--- config.mk ---
export PLATFORM = sky130hd
export DESIGN_NAME = divider_scheduler_flat
export DESIGN_NICKNAME = d
export VERILOG_FILES = /design/src/rtl/divider_scheduler_if.sv /design/src/rtl/divider_scheduler.sv /design/src/flat_wrapper.sv
export SDC_FILE = /design/constraint.sdc
export NUM_CORES = 1
export LEC_CHECK = 0
export CAP_MARGIN = 20
export CELL_PAD_IN_SITES_DETAIL_PLACEMENT = 0
export CELL_PAD_IN_SITES_GLOBAL_PLACEMENT = 1
export CORE_AREA = 2 2 73 75
export DETAILED_ROUTE_END_ITERATION = 16
export DIE_AREA = 0 0 75 77
export PLACE_DENSITY = 0.83
export SYNTH_ARGS = -nofsm -noshare
export SYNTH_HDL_FRONTEND = slang
export SYNTH_SLANG_ARGS = --single-unit
--- constraint.sdc ---
create_clock -name clk -period 5.6 [get_ports clk]
set_input_delay 1.4 -clock clk [delete_from_list [all_inputs] [get_ports clk]]
set_output_delay 1.4 -clock clk [all_outputs]
set_load 0.02 [all_outputs]
--- src/rtl/divider_scheduler_if.sv ---
// divider_scheduler_if: bundle between the requesters / shared clock_divider
// and divider_scheduler.
//   req        per-requester level request
//   period     packed divider max per requester, slice i = period[7*i+:7]
//   ticks      packed tick count per requester, slice i = ticks[TW*i+:TW]
//   div_at_max at_max from the shared divider
//   div_enable / div_clear / div_max   control to the shared divider
//   grant      one-hot current owner
//   done       one-cycle completion pulse to the owner
//   busy       scheduler not idle
// slave = scheduler side, master = requester/divider side.
interface divider_scheduler_if #(
  parameter int NREQ = 4,
  parameter int TW   = 4
);
  logic [NREQ-1:0]    req;
  logic [NREQ*7-1:0]  period;
  logic [NREQ*TW-1:0] ticks;
  logic               div_at_max;
  logic               div_enable;
  logic               div_clear;
  logic [6:0]         div_max;
  logic [NREQ-1:0]    grant;
  logic [NREQ-1:0]    done;
  logic               busy;

  modport slave (
    input  req, period, ticks, div_at_max,
    output div_enable, div_clear, div_max, grant, done, busy
  );

  modport master (
    output req, period, ticks, div_at_max,
    input  div_enable, div_clear, div_max, grant, done, busy
  );
endinterface

--- src/rtl/divider_scheduler.sv ---
// divider_scheduler: arbitrates NREQ requesters onto one shared clock_divider.
// The winner's period/ticks are latched at grant; the divider is cleared for
// one cycle (LOAD), enabled for ticks*(period+1) cycles (RUN), then cleared
// again while done pulses to the owner (DONE). Dropping req[owner] during
// LOAD/RUN aborts through the same cleanup cycle without a done pulse.
// Ports:
//   clk  rising-edge clock
//   rst  synchronous active-high reset
//   bus  divider_scheduler_if.slave (req/period/ticks/div_at_max in,
//        div_enable/div_clear/div_max/grant/done/busy out)
// Configuration:
//   DIVSCHED_ROUND_ROBIN_EN  defined   -> round-robin from pointer+1
//                            undefined -> fixed priority, lowest index wins
module divider_scheduler #(
  parameter int NREQ = 4,
  parameter int TW   = 4
) (
  input logic               clk,
  input logic               rst,
  divider_scheduler_if.slave bus
);
  localparam int IW = (NREQ > 1) ? $clog2(NREQ) : 1;

  localparam logic [1:0] S_IDLE = 2'd0;
  localparam logic [1:0] S_LOAD = 2'd1;
  localparam logic [1:0] S_RUN  = 2'd2;
  localparam logic [1:0] S_DONE = 2'd3;

  logic [1:0]      state_q;
  logic [NREQ-1:0] grant_q;
  logic [NREQ-1:0] done_q;
  logic [IW-1:0]   owner_q;
  logic [6:0]      per_q;
  logic [TW-1:0]   rem_q;
  logic            rst_hold_q;   // keeps div_clear high across reset cycles

  logic            win_vld;
  logic [IW-1:0]   win_idx;
  logic [TW-1:0]   win_ticks;

`ifdef DIVSCHED_ROUND_ROBIN_EN
  logic [IW-1:0] ptr_q;
  logic [IW-1:0] cand;

  // Search upward from ptr+1 with wrap; walking k downward lets the nearest
  // candidate overwrite farther ones.
  always_comb begin
    win_vld = 1'b0;
    win_idx = '0;
    cand    = '0;
    for (int k = NREQ; k >= 1; k--) begin
      cand = IW'((int'(ptr_q) + k) % NREQ);
      if (bus.req[cand]) begin
        win_vld = 1'b1;
        win_idx = cand;
      end
    end
  end

  always_ff @(posedge clk) begin
    if (rst)
      ptr_q <= IW'(NREQ - 1);
    else if (state_q == S_IDLE && win_vld)
      ptr_q <= win_idx;
  end
`else
  always_comb begin
    win_vld = 1'b0;
    win_idx = '0;
    for (int k = NREQ - 1; k >= 0; k--) begin
      if (bus.req[k]) begin
        win_vld = 1'b1;
        win_idx = IW'(k);
      end
    end
  end
`endif

  assign win_ticks = bus.ticks[TW*win_idx +: TW];

  always_ff @(posedge clk) begin
    if (rst) begin
      state_q    <= S_IDLE;
      grant_q    <= '0;
      done_q     <= '0;
      owner_q    <= '0;
      per_q      <= '0;
      rem_q      <= '0;
      rst_hold_q <= 1'b1;
    end else begin
      rst_hold_q <= 1'b0;
      done_q     <= '0;
      case (state_q)
        S_IDLE: begin
          if (win_vld) begin
            owner_q <= win_idx;
            grant_q <= NREQ'(1) << win_idx;
            per_q   <= bus.period[7*win_idx +: 7];
            // zero ticks still runs one divider period
            rem_q   <= (win_ticks == '0) ? TW'(1) : win_ticks;
            state_q <= S_LOAD;
          end
        end
        S_LOAD: begin
          if (!bus.req[owner_q]) begin
            grant_q <= '0;
            state_q <= S_DONE;
          end else begin
            state_q <= S_RUN;
          end
        end
        S_RUN: begin
          // withdrawal wins over a coincident final at_max: no done pulse
          if (!bus.req[owner_q]) begin
            grant_q <= '0;
            state_q <= S_DONE;
          end else if (bus.div_at_max) begin
            if (rem_q == TW'(1)) begin
              done_q  <= grant_q;
              grant_q <= '0;
              state_q <= S_DONE;
            end else begin
              rem_q <= rem_q - TW'(1);
            end
          end
        end
        default: state_q <= S_IDLE;   // S_DONE: one cleanup cycle
      endcase
    end
  end

  assign bus.div_enable = (state_q == S_RUN);
  assign bus.div_clear  = rst_hold_q || (state_q == S_LOAD) || (state_q == S_DONE);
  assign bus.div_max    = per_q;
  assign bus.grant      = grant_q;
  assign bus.done       = done_q;
  assign bus.busy       = (state_q != S_IDLE);
endmodule
--- src/flat_wrapper.sv ---
// flat-port wrapper written by rule: the top's interface ports become plain ports
module divider_scheduler_flat 
#(
  parameter int NREQ = 4,
  parameter int TW   = 4
)
  (clk, rst, bus_req, bus_period, bus_ticks, bus_div_at_max, bus_div_enable, bus_div_clear, bus_div_max, bus_grant, bus_done, bus_busy);
  divider_scheduler_if #(.NREQ(NREQ), .TW(TW)) bus_i ();
  input logic clk;
  input logic rst;
  input wire logic [$bits(bus_i.req)-1:0] bus_req;
  input wire logic [$bits(bus_i.period)-1:0] bus_period;
  input wire logic [$bits(bus_i.ticks)-1:0] bus_ticks;
  input wire logic [$bits(bus_i.div_at_max)-1:0] bus_div_at_max;
  output wire logic [$bits(bus_i.div_enable)-1:0] bus_div_enable;
  output wire logic [$bits(bus_i.div_clear)-1:0] bus_div_clear;
  output wire logic [$bits(bus_i.div_max)-1:0] bus_div_max;
  output wire logic [$bits(bus_i.grant)-1:0] bus_grant;
  output wire logic [$bits(bus_i.done)-1:0] bus_done;
  output wire logic [$bits(bus_i.busy)-1:0] bus_busy;
  assign bus_i.req = bus_req;
  assign bus_i.period = bus_period;
  assign bus_i.ticks = bus_ticks;
  assign bus_i.div_at_max = bus_div_at_max;
  assign bus_div_enable = bus_i.div_enable;
  assign bus_div_clear = bus_i.div_clear;
  assign bus_div_max = bus_i.div_max;
  assign bus_grant = bus_i.grant;
  assign bus_done = bus_i.done;
  assign bus_busy = bus_i.busy;
  divider_scheduler #(.NREQ(NREQ), .TW(TW)) u_core (.clk(clk), .rst(rst), .bus(bus_i));
endmodule
==> flow_summary.ini <==
[die]
ios = 69
core.rowCount = 26
die_width_um = 75
design.die.area_mm2 = 0.00578
start_util_pct = 31.4
core_area_mm2 = 0.00498
die_h_um = 77

[sta]
max_freq_ghz = 0.278
tightest_slew_ns = 0.862
fin_crit_sh_pct = 64.1
rsz0062_at_grt = false
maxSlewHeadroom_pct = 42.3
setup_violations = 0
min_period_ns = 3.59
hold_viol = 0
tns_ns = 0
finalMaxSlewViolations = 0
finClkSkew_ns = 0.00524

[routing]
antenna_left = 0
vias = 1616
viasPerCell = 5.00
post_drt_wl_per_cell_um = 14.0
drc_errors = 0
wirelength_mm = 4.51
drt_pass1_iterations = 4
drt_iter0_drc = 52

[pwr]
intPower_uw = 501
p_switching_uw = 343
p_clk_share_pct = 14.2
sw_frac_of_total_pct = 40.7
p_per_area_mw_per_mm2 = 363
power.total_uw = 845
power.share.sequential_pct = 30.9
ir_drop_uv = 129
power.leakage_uw = 0.000862
combPwrFrac_pct = 54.9

[worst_hold_path]
hold_path.class = reg -> reg

[synthesis]
yosysWarningCount = 0
async_flop_share_pct = 0
syn_inst = 194
avgSynthCellArea_um2 = 8.07
synth_seq_cells = 24
synth_edf_count = 0
seq_area_frac_synth_pct = 30.7
ys.flop_type = dfxtp_1
synth.top_cell.area_share_pct = 30.7
syn_area_mm2 = 0.00157
yosys.area.top_type = dfxtp_1
yosysMostFrequentCell = dfxtp_1
synthTopCellsByCount = 24 x dfxtp_1, 20 x nor2_1, 15 x nor3_1, 13 x a221oi_1, 12 x inv_1
synthesis.nets = 252
synthDistinctLibCells = 44
yosys-top-cells-area = dfxtp_1 31%, a221oi_1 7.3%, ha_1 5.6%

[clock_tree]
ctsResizeCount = 0
h-tree-depth = 1
cts_tree = yes
cts_root_buf = clkbuf_8
clock_path_buffers = 2
cts.sinks = 24
holdBufCountCts = 0
cts_setup_buffers = 0
cts-buffers-inserted = 3
clk_latency_ns = 0.27
path_clk_slew_ns = 0.08

[layout]
drive_above_1_share_pct = 4.35
syn2layout_area_growth_pct = 48.8
fillers = 488
fin_nets = 312
fin_area_mm2 = 0.00233
num_antenna_cells = 0

[place]
placed_area_mm2 = 0.00227
gp_congestion = 0.779
io_buffers = 68
hpwlAfterDp_mm = 3.41

[worst_setup_path]
cp-start-kind = input port
cp.arrival_ns = 3.71
crit_required_ns = 5.72
end_kind = flip-flop
worstSetupPathType = in -> reg
cp_max_fo = 27

[global_route]
antenna_found_initial = 0
grt_max_degree = 28
overflow = 0
grt_pass1_wl_mm = 7.33
grtUsageTotal_pct = 16.1
first_global_vias = 1534

[run]
maxCapViolCount = 0

[outcome]
outcome = finished clean
[layout make-up]
cell class	instances	area [um2]	area share [%]
repair buffers	68	681	29.2
well taps	70	87.6	3.76
clock buffers	4	55.1	2.36
flip-flops and latches	24	480	20.6
inverters	13	50.0	2.15
multi-input cells	144	975	41.9
[critical path, stage by stage]
cell and delay, ns:
clkdlybuf4s50_1 0.85, or4_1 0.72, o2111a_1 0.30, nor2b_2 0.24
a311o_1 0.15, a21oi_1 0.06
[kinds of logic after synthesis]
family | Yosys count | synth area share [%]
buffers and inverters | 26 | 7.03
adder cells (fa/ha/maj) | 7 | 5.60
AND/OR/NAND/NOR | 78 | 26.8
AO/OA/AOI/OAI | 52 | 24.5
multiplexers | 7 | 5.36
flip-flops | 24 | 30.7
[through the flow]
step	cells	utilization, %	setup WS, ns	hold WS, ns
finish	323	46.8	2.01	0.461
floorplan	194	-	2.86	0.432
global route	323	46.8	1.92	0.491
CTS	323	46.8	2.06	0.467
detailed placement	319	45.7	1.76	0.454
global placement	319	45.7	1.83	0.443
[state kept, by name, summed over array words and instances (netlist names)]
name	flops
u_core.state_q	2
u_core.rst_hold_q	1
u_core.bus.grant	4
u_core.bus.div_max	7
u_core.bus.done	4
u_core.owner_q	2
u_core.rem_q	4
[power groups by stage]
stage,sequential (uW),combinational [uW],clock (uW)
2_1_floorplan,289,268,0
3_5_place_dp,264,463,0
5_1_grt,268,508,129
3_3_place_gp,264,459,0
6_report,261,463,120
4_1_cts,261,465,123
[path summary, 6_finish.rpt]
check	startpoint	endpoint	slack [ns]	depth (start not counted)
hold / removal	u_core.rem_q[1]$_SDFFE_PP0P_	u_core.rem_q[1]$_SDFFE_PP0P_	0.46	2
hold reg to reg	u_core.rem_q[1]$_SDFFE_PP0P_	u_core.rem_q[1]$_SDFFE_PP0P_	0.46	2
setup reg to reg	u_core.state_q[0]$_SDFFE_PP0P_	u_core.rem_q[2]$_SDFFE_PP0P_	3.54	7
setup / recovery	bus_req[1]	u_core.rem_q[2]$_SDFFE_PP0P_	2.01	6
[cells in the final DEF, fill, tap and decap left out, types with 2 or more instances in the layout]
| cell | count |
|---|---|
| clkdlybuf4s50_1 | 68 |
| dfxtp_1 | 24 |
| nor2_1 | 20 |
| nor3_1 | 15 |
| a221oi_1 | 13 |
| inv_1 | 12 |
| nor2b_1 | 11 |
| a21oi_1 | 10 |
| a211oi_1 | 8 |
| o21ai_0 | 7 |
| ha_1 | 7 |
| nand2_1 | 6 |
| mux2i_1 | 5 |
| nand2b_1 | 4 |
| and2_1 | 4 |
| clkbuf_8 | 4 |
| nor4_1 | 3 |
| nand3_1 | 3 |
| nand3b_1 | 3 |
| a21o_1 | 2 |
| a31oi_1 | 2 |
| a22oi_1 | 2 |
[routing by layer]
metal,wire length (um),part of all wire [%],track usage (%),up-vias
li1,-,-,-,825
met1,2130,47,22.0,749
met2,2180,48,26.2,38
met3,146,3.2,1.31,4
met4,60,1.3,5.36,0
met5,0,0,0,-
No activity file was read; power rests on OpenSTA's default activity.
